$ cat src/rtl/ibuf_pkg.sv
// Shared types and helpers for the N-wide instruction queue.
package ibuf_pkg;

    localparam int INST_BYTES = 4;

    typedef struct packed {
        logic [31:0] pc;
        logic [31:0] inst;
        logic        is_branch;
        logic        pred_taken;
    } entry_t;

    // Length of the run of set bits starting at bit 0, limited to width bits.
    function automatic int run_len(input logic [3:0] mask, input int width);
        int   n;
        logic stop;
        n    = 0;
        stop = 1'b0;
        for (int i = 0; i < 4; i++) begin
            if (i < width && !stop && mask[i]) n++;
            else stop = 1'b1;
        end
        return n;
    endfunction

endpackage

$ cat src/rtl/ibuf_storage.sv
// DEPTH-entry register file: FETCH_W write ports at base+offset, ISSUE_W async read ports.
module ibuf_storage
    import ibuf_pkg::*;
#(
    parameter  int DEPTH   = 8,
    parameter  int FETCH_W = 2,
    parameter  int ISSUE_W = 2,
    localparam int AW      = $clog2(DEPTH)
) (
    input  logic                       clk,
    input  logic [FETCH_W-1:0]         i_we,
    input  logic [AW-1:0]              i_wr_base,
    input  entry_t [FETCH_W-1:0]       i_wr_data,
    input  logic [AW-1:0]              i_rd_base,
    output entry_t [ISSUE_W-1:0]       o_rd_data
);

    entry_t r_mem [DEPTH];

    // Contents are deliberately not reset; the queue's count gates validity.
    always_ff @(posedge clk) begin
        for (int i = 0; i < FETCH_W; i++) begin
            if (i_we[i]) r_mem[i_wr_base + AW'(i)] <= i_wr_data[i];
        end
    end

    always_comb begin
        for (int j = 0; j < ISSUE_W; j++) begin
            o_rd_data[j] = r_mem[i_rd_base + AW'(j)];
        end
    end

endmodule

$ cat src/rtl/inst_queue_nw.sv
// Circular instruction queue between fetch and the N-wide decoder, with partial
// consumption, flush and optional issue-group split after a predicted-taken branch.
module inst_queue_nw
    import ibuf_pkg::*;
#(
    parameter  int FETCH_W  = 2,
    parameter  int ISSUE_W  = 2,
    parameter  int DEPTH    = 8,
    parameter  int BR_SPLIT = 1,
    localparam int AW       = $clog2(DEPTH),
    localparam int CW       = $clog2(DEPTH + 1),
    localparam int ACCW     = $clog2(ISSUE_W + 1)
) (
    input  logic                    clk,
    input  logic                    rst,
    input  logic                    flush_i,
    input  logic                    fetch_valid_i,
    input  logic [31:0]             fetch_pc_i,
    input  logic [32*FETCH_W-1:0]   fetch_inst_i,
    input  logic [FETCH_W-1:0]      fetch_mask_i,
    input  logic [FETCH_W-1:0]      fetch_br_i,
    input  logic [FETCH_W-1:0]      fetch_pred_i,
    output logic                    fetch_ready_o,
    output logic [ISSUE_W-1:0]      issue_valid_o,
    output logic [32*ISSUE_W-1:0]   issue_pc_o,
    output logic [32*ISSUE_W-1:0]   issue_inst_o,
    output logic [ISSUE_W-1:0]      issue_br_o,
    output logic [ISSUE_W-1:0]      issue_pred_o,
    input  logic [ACCW-1:0]         issue_accept_i,
    output logic [CW-1:0]           count_o
);

    logic [AW-1:0]         r_wr_ptr, r_rd_ptr;
    logic [CW-1:0]         r_count;
    logic [3:0]            w_mask4;
    logic                  w_push;
    logic [CW-1:0]         w_push_n;
    logic [FETCH_W-1:0]    w_we;
    entry_t [FETCH_W-1:0]  w_wdata;
    entry_t [ISSUE_W-1:0]  w_rdata;
    logic                  w_cut;
    logic [ACCW-1:0]       w_vcnt;
    logic [ACCW-1:0]       w_pop_n;

    // Ready looks only at the registered count, never at this cycle's pop.
    assign fetch_ready_o = (CW'(DEPTH) - r_count) >= CW'(FETCH_W);
    assign count_o       = r_count;
    assign w_push        = fetch_valid_i && fetch_ready_o && !flush_i;

    always_comb begin
        w_mask4                = '0;
        w_mask4[FETCH_W-1:0]   = fetch_mask_i;
    end

    assign w_push_n = w_push ? CW'(run_len(w_mask4, FETCH_W)) : '0;

    always_comb begin
        for (int i = 0; i < FETCH_W; i++) begin
            w_we[i]               = CW'(i) < w_push_n;
            w_wdata[i].pc         = fetch_pc_i + 32'(INST_BYTES * i);
            w_wdata[i].inst       = fetch_inst_i[32*i +: 32];
            w_wdata[i].is_branch  = fetch_br_i[i];
            w_wdata[i].pred_taken = fetch_pred_i[i];
        end
    end

    ibuf_storage #(
        .DEPTH   (DEPTH),
        .FETCH_W (FETCH_W),
        .ISSUE_W (ISSUE_W)
    ) u_storage (
        .clk       (clk),
        .i_we      (w_we),
        .i_wr_base (r_wr_ptr),
        .i_wr_data (w_wdata),
        .i_rd_base (r_rd_ptr),
        .o_rd_data (w_rdata)
    );

    // Lanes form a thermometer; a predicted-taken branch closes the group.
    always_comb begin
        w_cut         = 1'b0;
        w_vcnt        = '0;
        issue_valid_o = '0;
        issue_pc_o    = '0;
        issue_inst_o  = '0;
        issue_br_o    = '0;
        issue_pred_o  = '0;
        for (int j = 0; j < ISSUE_W; j++) begin
            if (CW'(j) < r_count && !w_cut) begin
                issue_valid_o[j]     = 1'b1;
                issue_pc_o[32*j +: 32]   = w_rdata[j].pc;
                issue_inst_o[32*j +: 32] = w_rdata[j].inst;
                issue_br_o[j]        = w_rdata[j].is_branch;
                issue_pred_o[j]      = w_rdata[j].pred_taken;
                w_vcnt               = w_vcnt + ACCW'(1);
                if (BR_SPLIT != 0 && w_rdata[j].is_branch && w_rdata[j].pred_taken)
                    w_cut = 1'b1;
            end
        end
    end

    assign w_pop_n = (issue_accept_i < w_vcnt) ? issue_accept_i : w_vcnt;

    always_ff @(posedge clk) begin
        if (rst || flush_i) begin
            r_wr_ptr <= '0;
            r_rd_ptr <= '0;
            r_count  <= '0;
        end else begin
            r_wr_ptr <= r_wr_ptr + AW'(w_push_n);
            r_rd_ptr <= r_rd_ptr + AW'(w_pop_n);
            r_count  <= r_count + w_push_n - CW'(w_pop_n);
        end
    end

endmodule

$ cat config.mk
export PLATFORM = sky130hd
export DESIGN_NAME = inst_queue_nw
export DESIGN_NICKNAME = d
export VERILOG_FILES = /design/src/rtl/ibuf_pkg.sv /design/src/rtl/ibuf_storage.sv /design/src/rtl/inst_queue_nw.sv
export SDC_FILE = /design/constraint.sdc
export NUM_CORES = 1
export LEC_CHECK = 0
export CAP_MARGIN = 20
export CORE_ASPECT_RATIO = 1.2
export CORE_MARGIN = 1
export CORE_UTILIZATION = 42
export CTS_CLUSTER_SIZE = 12
export DETAILED_ROUTE_END_ITERATION = 8
export GPL_ROUTABILITY_DRIVEN = 0
export PLACE_DENSITY = 0.58
export RECOVER_POWER = 100
export SLEW_MARGIN = 20
export SYNTH_ARGS = -nofsm -noshare
export SYNTH_HDL_FRONTEND = slang
export SYNTH_SLANG_ARGS = --single-unit
$ cat constraint.sdc
create_clock -name clk -period 16.2 [get_ports clk]
set_clock_uncertainty 0.1 [all_clocks]
set_input_delay 4.86 -clock clk [delete_from_list [all_inputs] [get_ports clk]]
set_output_delay 4.86 -clock clk [all_outputs]
set_load 0.05 [all_outputs]
==> results.yml <==
clock_network:
  clockBufferDepth: 3
  cts_root_buffer: "clkbuf_16"
  cts_num_sinks: 538
  cts_hold_buf: 0
  clk_pin_slew_ns: 0.06
  h-tree-depth: 2
  cts_resized: 0
  postCtsSetupBuffers: 0
  cts_tree: "yes"
  insertion_delay_ns: 0.63
  numCtsBuffers: 60
global_route:
  gr-total-overflow: 0
  grt_pass1_wl_mm: 143.7
  grt.total_usage_pct: 25.43
  grt_max_degree: 68
  antenna_found_initial: 8
  grt_pass1_vias: 21532
sta:
  worst_pin_slew_ns: 4.991
  rsz0062_at_grt: "false"
  hold_viol: 0
  timing.slew.headroom_pct: -236.3
  clock.fmax_mhz: 79.71
  setup_viol: 0
  period_needed_ns: 12.55
  finalCritPeriodShare_pct: 77.44
  drv_slew: 1196
  fin_tns_setup_ns: 0
cells_and_area:
  layout-drive-gt1-share_pct: 25.84
  area_delta_synth_final_pct: 15.30
  finalInstanceArea_mm2: 0.03701
  layoutNonFillerInstCount: 3435
  finalNetCount: 2506
min_path:
  hold_class: "register to register"
power_and_ir_drop:
  p_sw_mw: 2.510
  switching_share_pct: 43.12
  p_comb_share_pct: 50.0
  power.density_mw_per_mm2: 157.3
  seqPwrFrac_pct: 27.8
  pwr-share-clk_pct: 22.2
  worst_ir_drop_vdd_mv: 0.1680
  p_leak_nw: 11.49
  internal_power_mw: 3.311
synth:
  yosysSeqAreaShare_pct: 50.02
  yosysUniqueCellTypes: 43
  syn_nets: 2331
  synth_cells: 2204
  synth-seq-cells: 538
  syn_area_mm2: 0.03210
  syn_area_per_cell_um2: 14.56
  yosysWarningCount: 0
die:
  die_area_mm2: 0.07754
  die_w_um: 254.4
  initial_utilization_pct: 42.64
  top_level_ports: 247
  placement_rows: 110
  core_mm2: 0.07528
  die_height_um: 304.8
detailed_routing:
  routed_wire_length_per_instance_um: 28.52
  dr.first_iter.drc_count: 1629
  final_antenna_net_count: 0
  drcViolationCount: 0
  first_pass_iters: 5
  drt_wl_total_mm: 97.97
  via_per_inst: 5.954
  routed-via-count: 20451
run_status:
  violations: "capacitance limit, slew limit"
  status: "complete, but fails checks"
place:
  placed_area_mm2: 0.03552
  dp_hpwl_mm: 57.71
  portBuffers: 246
  placed_cells: 3325
critical_path:
  cp.arrival_ns: 7.59
  required_ns: 11.24
  worstSetupStartpointType: "register"
  cp-end-kind: "output port"
  path_class: "register to output port"
  path_max_fanout: 67
job:
  max-cap-violations: 36
==> sequential cells by signal (all words and copies together), names as in the netlist <==
register         cells
r_wr_ptr             3
r_rd_ptr             3
count_o              4
u_storage.r_mem    528
==> area by class of cell <==
class | count | area, um2
flip-flops and latches | 538 | 16070
diodes | 4 | 10.01
well taps | 1008 | 1261
repair buffers | 291 | 2684
fillers | 6585 | 38270
clock inverters | 30 | 207.7
clock buffers | 76 | 1583
inverters | 17 | 63.81
multi-input cells | 1471 | 15140
==> path summary, 6_finish.rpt <==
check	startpoint	to	slack, ns	cells past startpoint
min reg2reg	r_wr_ptr[2]	r_wr_ptr[2]	0.58	2
max	count_o[2]	issue_pc_o[61]	3.65	7
max reg2reg	count_o[2]	u_storage.r_mem[3][29]	7.91	5
min	r_wr_ptr[2]	r_wr_ptr[2]	0.58	2
==> cells by family (layout without fill, tap and decap cells) <==
family	count (synthesis)	in the layout	synth area share, %
AO/OA/AOI/OAI	23	23	0.4366
buffers and inverters	195	414	2.740
other	0	4	0
AND/OR/NAND/NOR	520	520	7.156
XOR/XNOR	233	233	6.357
multiplexers	676	676	32.46
adder cells (fa/ha/maj)	19	19	0.8341
flip-flops	538	538	50.02
==> cell usage after synthesis, drive strengths merged <==
library cell | count | area [um2]
buf | 93 | 495.5
or2 | 1 | 6.260
edfxtp | 528 | 15860
fa | 4 | 80.08
a21o | 2 | 15.01
mux4 | 264 | 5946
nand3 | 25 | 125.1
nor2 | 261 | 979.7
o22a | 1 | 8.760
dfxtp | 10 | 200.2
xnor2 | 124 | 1086
mux2 | 280 | 3153
nor3b | 1 | 7.510
o31ai | 5 | 37.54
ha | 15 | 187.7
clkbuf | 85 | 320.3
and4 | 5 | 46.29
inv | 17 | 63.81
nand2 | 139 | 521.8
nand2b | 6 | 37.54
a41oi | 1 | 8.760
nor2b | 3 | 18.77
and2 | 17 | 106.4
nor3 | 12 | 60.06
nand4b | 1 | 8.760
nand4 | 22 | 137.6
o21ai | 12 | 60.06
and3 | 3 | 18.77
nor4 | 15 | 153.9
a21oi | 2 | 10.01
or4 | 2 | 15.01
nor4bb | 1 | 10.01
mux2i | 132 | 1321
nand3b | 5 | 37.54
xor2 | 109 | 954.7
or3 | 1 | 6.260
==> worst max-delay path: stages (launching register included) <==
cell,delay (ns)
dfxtp_1,0.41
inv_1,0.10
ha_1,0.22
and2_0,1.34
a21oi_1,0.75
a21o_1,2.58
nor2_1,0.56
dlygate4sd3_1,0.99
==> cell usage in the layout, fill, tap and decap left out, drive strengths merged, types with 3 or more instances in the layout <==
cell type and instances:
clkdlybuf4s50 105, nor4 15, mux4 264, nor2 261, edfxtp 528, o21ai 12
ha 15, nand4 22, inv 17, bufinv 3, nand3 25, mux2 280
nor3 12, xor2 109, nand2b 6, nor2b 3, nand2 139, and3 3
and4 5, clkbuf 108, and2 17, fa 4, dfxtp 10, dlygate4sd3 141
mux2i 132, clkinv 26, diode 4, xnor2 124, buf 13, o31ai 5
nand3b 5
==> through the flow <==
| stage | power, mW | setup WS, ns | util [%] | hold slack (ns) |
|---|---|---|---|---|
| global route | 6.051 | 3.235 | 49.16 | 0.6361 |
| floorplan | 3.703 | 5.103 | - | 0.5328 |
| finish | 5.821 | 3.654 | 49.16 | 0.5787 |
| CTS | 5.977 | 5.700 | 49.56 | 0.5688 |
| detailed placement | 4.686 | 6.378 | 47.18 | 0.5535 |
| global placement | 4.659 | 6.395 | 47.18 | 0.5576 |
==> metal layers <==
layer	global-route usage [%]	vias to the layer above	share of wire, %
met2	45.36	714	52
met5	0	-	0.051
met4	6.374	8	2.2
met1	32.26	10760	39
li1	-	8819	-
met3	3.408	150	6.0
==> power by group through the flow <==
| stage | clock network (mW) | logic, mW | registers, mW |
|---|---|---|---|
| after global routing | 1.36 | 3.07 | 1.63 |
| after global placement | 0 | 3.02 | 1.64 |
| final | 1.29 | 2.91 | 1.62 |
| after CTS | 1.31 | 3.05 | 1.62 |
| after floorplan | 0 | 2.07 | 1.64 |
| after detailed placement | 0 | 3.04 | 1.65 |
Note: power is estimated with default switching activity, not from simulation.
